===== config.mk =====
export PLATFORM = sky130hd
export DESIGN_NAME = div_unit_flat
export DESIGN_NICKNAME = d
export VERILOG_FILES = /design/src/rtl/div_pkg.sv /design/src/rtl/div_if.sv /design/src/rtl/div_step.sv /design/src/rtl/div_unit.sv /design/src/flat_wrapper.sv
export SDC_FILE = /design/constraint.sdc
export NUM_CORES = 1
export LEC_CHECK = 0
export CAP_MARGIN = 10
export CORE_ASPECT_RATIO = 0.8
export CORE_MARGIN = 1
export CORE_UTILIZATION = 58
export CTS_BUF_LIST = sky130_fd_sc_hd__clkbuf_8
export CTS_CLUSTER_DIAMETER = 100
export DETAILED_ROUTE_END_ITERATION = 8
export MAX_ROUTING_LAYER = met4
export PLACE_DENSITY_LB_ADDON = 0.3
export SETUP_SLACK_MARGIN = 0.15
export SYNTH_ARGS = -nofsm -noshare
export SYNTH_HDL_FRONTEND = slang
export SYNTH_SLANG_ARGS = --single-unit

===== constraint.sdc =====
create_clock -name clk -period 3.4 [get_ports clk]
set_clock_uncertainty 0.2 [all_clocks]
set_input_delay 0.68 -clock clk [delete_from_list [all_inputs] [get_ports clk]]
set_output_delay 0.68 -clock clk [all_outputs]
set_load 0.03 [all_outputs]

===== src/rtl/div_pkg.sv =====
// Shared types and constants for the multi-cycle restoring divider.
package div_pkg;

  localparam int unsigned DEFAULT_WIDTH = 32;
  localparam int unsigned MAX_WIDTH     = 64;

  typedef enum logic [1:0] {
    IDLE,
    CALC,
    FIX,
    DONE
  } div_state_e;

  // Quotient pattern reported on a divide by zero: all ones across the operand width.
  function automatic logic [MAX_WIDTH-1:0] div_zero_lo(input int unsigned width);
    logic [MAX_WIDTH-1:0] v;
    v = '0;
    for (int unsigned k = 0; k < MAX_WIDTH; k++) begin
      if (k < width) v[k] = 1'b1;
    end
    return v;
  endfunction

endpackage


===== src/rtl/div_if.sv =====
// Request/result bundle between the main FSM (master) and the divider (slave).
interface div_if import div_pkg::*; #(
  parameter int unsigned WIDTH = DEFAULT_WIDTH
) ();

  logic             start;
  logic             is_signed;
  logic [WIDTH-1:0] dividendo;
  logic [WIDTH-1:0] divisor;
  logic             busy;
  logic             done;
  logic             div_zero;
  logic [WIDTH-1:0] HI;
  logic [WIDTH-1:0] LO;

  modport master (
    output start, is_signed, dividendo, divisor,
    input  busy, done, div_zero, HI, LO
  );

  modport slave (
    input  start, is_signed, dividendo, divisor,
    output busy, done, div_zero, HI, LO
  );

endinterface


===== src/rtl/div_step.sv =====
// One restoring-division iteration: shift {rem, quo} left, subtract divisor when it fits.
module div_step #(
  parameter int unsigned WIDTH = 32
) (
  input  logic [WIDTH:0]   rem_in,
  input  logic [WIDTH-1:0] quo_in,
  input  logic [WIDTH-1:0] divisor,
  output logic [WIDTH:0]   rem_out,
  output logic [WIDTH-1:0] quo_out
);

  localparam int unsigned RW = WIDTH + 1;

  logic [WIDTH+1:0] sh;
  logic [WIDTH+1:0] dvs_ext;
  logic             ge;

  always_comb begin
    sh      = {rem_in, quo_in[WIDTH-1]};
    dvs_ext = {2'b00, divisor};
    ge      = (sh >= dvs_ext);
    rem_out = RW'(ge ? (sh - dvs_ext) : sh);
    quo_out = {quo_in[WIDTH-2:0], ge};
  end

endmodule


===== src/rtl/div_unit.sv =====
// Multi-cycle signed/unsigned restoring divider: quotient to LO, remainder to HI.
module div_unit import div_pkg::*; #(
  parameter int unsigned WIDTH = DEFAULT_WIDTH
) (
  input logic  clk,
  input logic  reset_n,
  div_if.slave bus
);

  localparam int unsigned     CNT_W = $clog2(WIDTH + 1);
  localparam int unsigned     RW    = WIDTH + 1;
  localparam logic [CNT_W-1:0] LAST = CNT_W'(WIDTH - 1);

  div_state_e       state;
  logic [RW-1:0]    rem;
  logic [WIDTH-1:0] quo;
  logic [WIDTH-1:0] dvs;
  logic [CNT_W-1:0] cnt;
  logic             neg_a;
  logic             neg_b;

  logic [RW-1:0]    rem_nx;
  logic [WIDTH-1:0] quo_nx;
  logic             neg_a_in;
  logic             neg_b_in;
  logic [WIDTH-1:0] abs_a_in;
  logic [WIDTH-1:0] abs_b_in;
  logic [WIDTH-1:0] rem_w;
  logic             dvs_zero;

  // Operand magnitudes; signs only matter in signed mode.
  always_comb begin
    neg_a_in = bus.is_signed & bus.dividendo[WIDTH-1];
    neg_b_in = bus.is_signed & bus.divisor[WIDTH-1];
    abs_a_in = neg_a_in ? -bus.dividendo : bus.dividendo;
    abs_b_in = neg_b_in ? -bus.divisor : bus.divisor;
    dvs_zero = (bus.divisor == '0);
    rem_w    = WIDTH'(rem);
  end

  div_step #(.WIDTH(WIDTH)) u_step (
    .rem_in  (rem),
    .quo_in  (quo),
    .divisor (dvs),
    .rem_out (rem_nx),
    .quo_out (quo_nx)
  );

  always_ff @(posedge clk or negedge reset_n) begin
    if (!reset_n) begin
      state        <= IDLE;
      rem          <= '0;
      quo          <= '0;
      dvs          <= '0;
      cnt          <= '0;
      neg_a        <= 1'b0;
      neg_b        <= 1'b0;
      bus.busy     <= 1'b0;
      bus.done     <= 1'b0;
      bus.div_zero <= 1'b0;
      bus.HI       <= '0;
      bus.LO       <= '0;
    end else begin
      bus.done <= 1'b0;
      case (state)
        IDLE: begin
          if (bus.start) begin
            neg_a        <= neg_a_in;
            neg_b        <= neg_b_in;
            quo          <= abs_a_in;
            dvs          <= abs_b_in;
            rem          <= '0;
            cnt          <= '0;
            bus.div_zero <= dvs_zero;
            if (dvs_zero) begin
              // Divide by zero skips the iterations and reports the raw dividend.
              bus.HI   <= bus.dividendo;
              bus.LO   <= WIDTH'(div_zero_lo(WIDTH));
              bus.done <= 1'b1;
              state    <= DONE;
            end else begin
              bus.busy <= 1'b1;
              state    <= CALC;
            end
          end
        end
        CALC: begin
          rem <= rem_nx;
          quo <= quo_nx;
          cnt <= cnt + CNT_W'(1);
          if (cnt == LAST) state <= FIX;
        end
        FIX: begin
          // Truncating division: remainder follows the dividend's sign.
          bus.LO   <= (neg_a ^ neg_b) ? -quo : quo;
          bus.HI   <= neg_a ? -rem_w : rem_w;
          bus.busy <= 1'b0;
          bus.done <= 1'b1;
          state    <= DONE;
        end
        DONE: begin
          state <= IDLE;
        end
        default: begin
          state <= IDLE;
        end
      endcase
    end
  end

endmodule


===== src/flat_wrapper.sv =====
// flat-port wrapper written by rule: the top's interface ports become plain ports
module div_unit_flat import div_pkg::*;
#(
  parameter int unsigned WIDTH = DEFAULT_WIDTH
)
  (clk, reset_n, bus_start, bus_is_signed, bus_dividendo, bus_divisor, bus_busy, bus_done, bus_div_zero, bus_HI, bus_LO);
  div_if #(.WIDTH(WIDTH)) bus_i ();
  input logic clk;
  input logic reset_n;
  input wire logic [$bits(bus_i.start)-1:0] bus_start;
  input wire logic [$bits(bus_i.is_signed)-1:0] bus_is_signed;
  input wire logic [$bits(bus_i.dividendo)-1:0] bus_dividendo;
  input wire logic [$bits(bus_i.divisor)-1:0] bus_divisor;
  output wire logic [$bits(bus_i.busy)-1:0] bus_busy;
  output wire logic [$bits(bus_i.done)-1:0] bus_done;
  output wire logic [$bits(bus_i.div_zero)-1:0] bus_div_zero;
  output wire logic [$bits(bus_i.HI)-1:0] bus_HI;
  output wire logic [$bits(bus_i.LO)-1:0] bus_LO;
  assign bus_i.start = bus_start;
  assign bus_i.is_signed = bus_is_signed;
  assign bus_i.dividendo = bus_dividendo;
  assign bus_i.divisor = bus_divisor;
  assign bus_busy = bus_i.busy;
  assign bus_done = bus_i.done;
  assign bus_div_zero = bus_i.div_zero;
  assign bus_HI = bus_i.HI;
  assign bus_LO = bus_i.LO;
  div_unit #(.WIDTH(WIDTH)) u_core (.clk(clk), .reset_n(reset_n), .bus(bus_i));
endmodule

==> results.md <==
* Switching share of power at between 40 and 50%
* Period utilization at 97.8%
* RSZ-0062 raised after global routing: yes
* Critical setup path kind: reg -> reg
* Number of library cell types mapped by synthesis at 75
* Total chip power at 0.0175 W
* Clock Path Buffers at 2
* Post-synth EDFFs at 0
* Internal power at 0.00878 W
* Fraction of registers with async set/reset at 100%
* Ys flop type: dfrtp_1
* Instance count of the mapped netlist at 1466
* Worst Hold Class: in -> async
* # setup viols final at 0
* Outcome: finished, violations left
* Routability cong. at approximately 0.95
* PwrDens at 1160 nW/µm²
* Residual DRC at 0
* Inserted Clock Buffers at 17
* Clock root cell: clkbuf_8
* Number of cell rows at between 40 and 50
* Antenna violations before repair at 1
* Worst reg2reg startpoint: u_core.quo[31]
* Slew Limit Fails at 0
* Port bufs at 134
* Critical Path RT at 3570 ps
* Share of layout cells above drive strength 1 at 14.2%
* CTS tree: yes
* Crit. Startpoint: u_core.quo[31]
* Peak VDD IR at about 740 µV
* Combinational power share at 68.3%
* Total wire length at 36600 µm
* Commonest non-fill, non-tap cell in the layout: nand2_1
* Synth warn at 0
* Mean post-synth cell area at roughly 8.1 µm²
* Full die area at about 21000 µm²
* P_sw at 0.00875 W
* Tot GR Track Use at a little over a third
* Global route overflow at 0
* Slew HR at 48.2%
* TritonCTS Sinks at 174
* Final Critical Period at 3320 ps
* Vias in the first global route at 11000
* Commonest cells after routing, fill and taps aside: nand2_1 (197), dfrtp_1 (174), nor2_1 (137)
* Critical Path Sink Type: register
* Failing checks: hold timing
* Initial DRC count at 1274
* Hpwl dp at 26300 µm
* Via count of the routed design at between 10000 and 15000
* Clk pin slew, worst setup/hold paths at 100 ps
* Actual slew at the worst max-slew pin at around 780 ps
* First-pass GRT wire length at roughly 56000 µm
* Synth Register Bits at 174
* Largest net degree at the start of global routing at 77
* Die width at 162 µm
* Synth Net Count at ~1600
* Via density at 6.17
* Final hold violation count at 2
* Clock share of power at 9.6%
* Fmax at 0.301 GHz
* Area Overhead vs Synth at 27.0%
* Worst setup margin at 75.8 ps
* Layout Nets at 1785
* Initial core utilization at a little under 60%
* Sequential share of power at 22.1%
* DRT Pass-1 Iters at 6
* Syn Std Cell Area at 11900 µm²
* Synth area leader: dfrtp_1
* MaxCap Viol Count at 0
* H-tree depth at 4
* Leak pwr at 6.42 nW
* Synth area leaders: dfrtp_1 (37%), xor2_1 (6.7%), o21ai_0 (6.6%)
* Post-synthesis sequential area ratio at 36.6%
* Critical-path maximum fanout at 5
* Setup crit start kind: register
* Core Box Area at 20000 µm²
* Post-route ant nets at 0
* Ports at 135
* Clock latency on the worst-skew pair at roughly 500 ps
* Crit path DAT at 3500 ps
* Final hold slack at -16.2 ps
* Post-place setup slack at -177 ps
* Post-synth top area share at 36.6%
* Wire length per cell at approximately 19 µm
* Die height at 130 µm
* Fin Setup TNS at 0 ps
[area by class of cell]
cell class                      count  area [µm²]
Multi-Input combinational cell   1147        7170
Fill cell                        1432        4850
Sequential cell                   174        4350
Timing Repair Buffer              271        2570
Tap cell                          264         330
Inverter                           65         249
Clock buffer                       17         234
Clock inverter                     15         206
Antenna cell                        1        2.50
[layer usage]
layer  vias up  GRT usage, %  routed length (µm)
li1       5560             -                   -
met1      5802          47.7               16000
met2       630          53.3               16900
met3        66          5.34                3030
met4         0          10.2                 622
met5         -             -                   0
[what timing repair did]
| item | in CTS | in global routing |
|---|---|---|
| buffers inserted | 2 | 8 |
| resized for setup | 7 | 59 |
| setup endpoints to repair | 34 | 42 |
| hold buffers | 0 | 0 |
| cloned | 1 | 3 |
| pin swaps | 2 | 24 |
[sequential cells by signal, summed over array words and instances (netlist names)]
register             count
u_core.bus.HI           32
u_core.bus.LO           32
u_core.bus.busy          1
u_core.bus.div_zero      1
u_core.bus.done          1
u_core.cnt               6
u_core.dvs              32
u_core.neg_a             1
u_core.neg_b             1
u_core.quo              32
u_core.rem              33
u_core.state             2
[power by group through the flow]
stage | combinational (W) | clock (W) | sequential, W
4_1_cts | 0.0109 | 0.00168 | 0.00384
2_1_floorplan | 0.00667 | 0 | 0.00422
6_report | 0.0120 | 0.00168 | 0.00388
5_1_grt | 0.0129 | 0.00176 | 0.00397
3_3_place_gp | 0.0103 | 0 | 0.00383
3_5_place_dp | 0.0106 | 0 | 0.00387
[path summary, 6_finish.rpt]
check                      slack [ps]  cells after the start              to
max                                80                     16  u_core.rem[21]
min                               -20                      1   u_core.rem[4]
max reg2reg                        80                     16  u_core.rem[21]
min reg2reg                       290                      2  u_core.dvs[16]
max in group asynchronous        2100                      2  u_core.dvs[22]
min in group clk                  290                      2  u_core.dvs[16]
[synth_stat cells (22+ instances only)]
master and count:
a21oi_1 141, a31oi_1 29, clkbuf_1 59, dfrtp_1 174, ha_1 40, inv_1 65, nand2_1 199, nor2_1 141
o21ai_0 156, o21ai_1 24, o31ai_1 29, or3_1 22, xnor2_1 57, xor2_1 91
[critical path, stage by stage, from the launching register on]
cell and delay, ps:
dfrtp_1 430, inv_4 120, ha_4 160, inv_4 40, fa_2 400, a21o_1 200
a31o_4 250, a211oi_2 250, a21oi_2 110, nor2b_4 160, a41oi_4 230, buf_12 160
buf_12 130, buf_16 130, nor2_2 50, a21oi_2 120, o21ai_1 80
[stage by stage]
stage	util [%]	std cells	area [µm²]
2_1_floorplan	-	1466	11900
3_3_place_gp	71.6	1907	14300
3_5_place_dp	71.6	1907	14300
4_1_cts	74.2	1942	14800
5_1_grt	75.7	1954	15100
6_report	75.7	1954	15100
[cell families after synthesis]
kind of cell	synth area share [%]
and+or+nand+nor	18.7
AOI/OAI and AO/OA	23.2
DFF	36.6
xor gates and xnor gates	10.9
buffers and inverters	4.87
adders and majority gates	4.37
muxes	1.44
No activity file was read; power rests on OpenSTA's default activity.
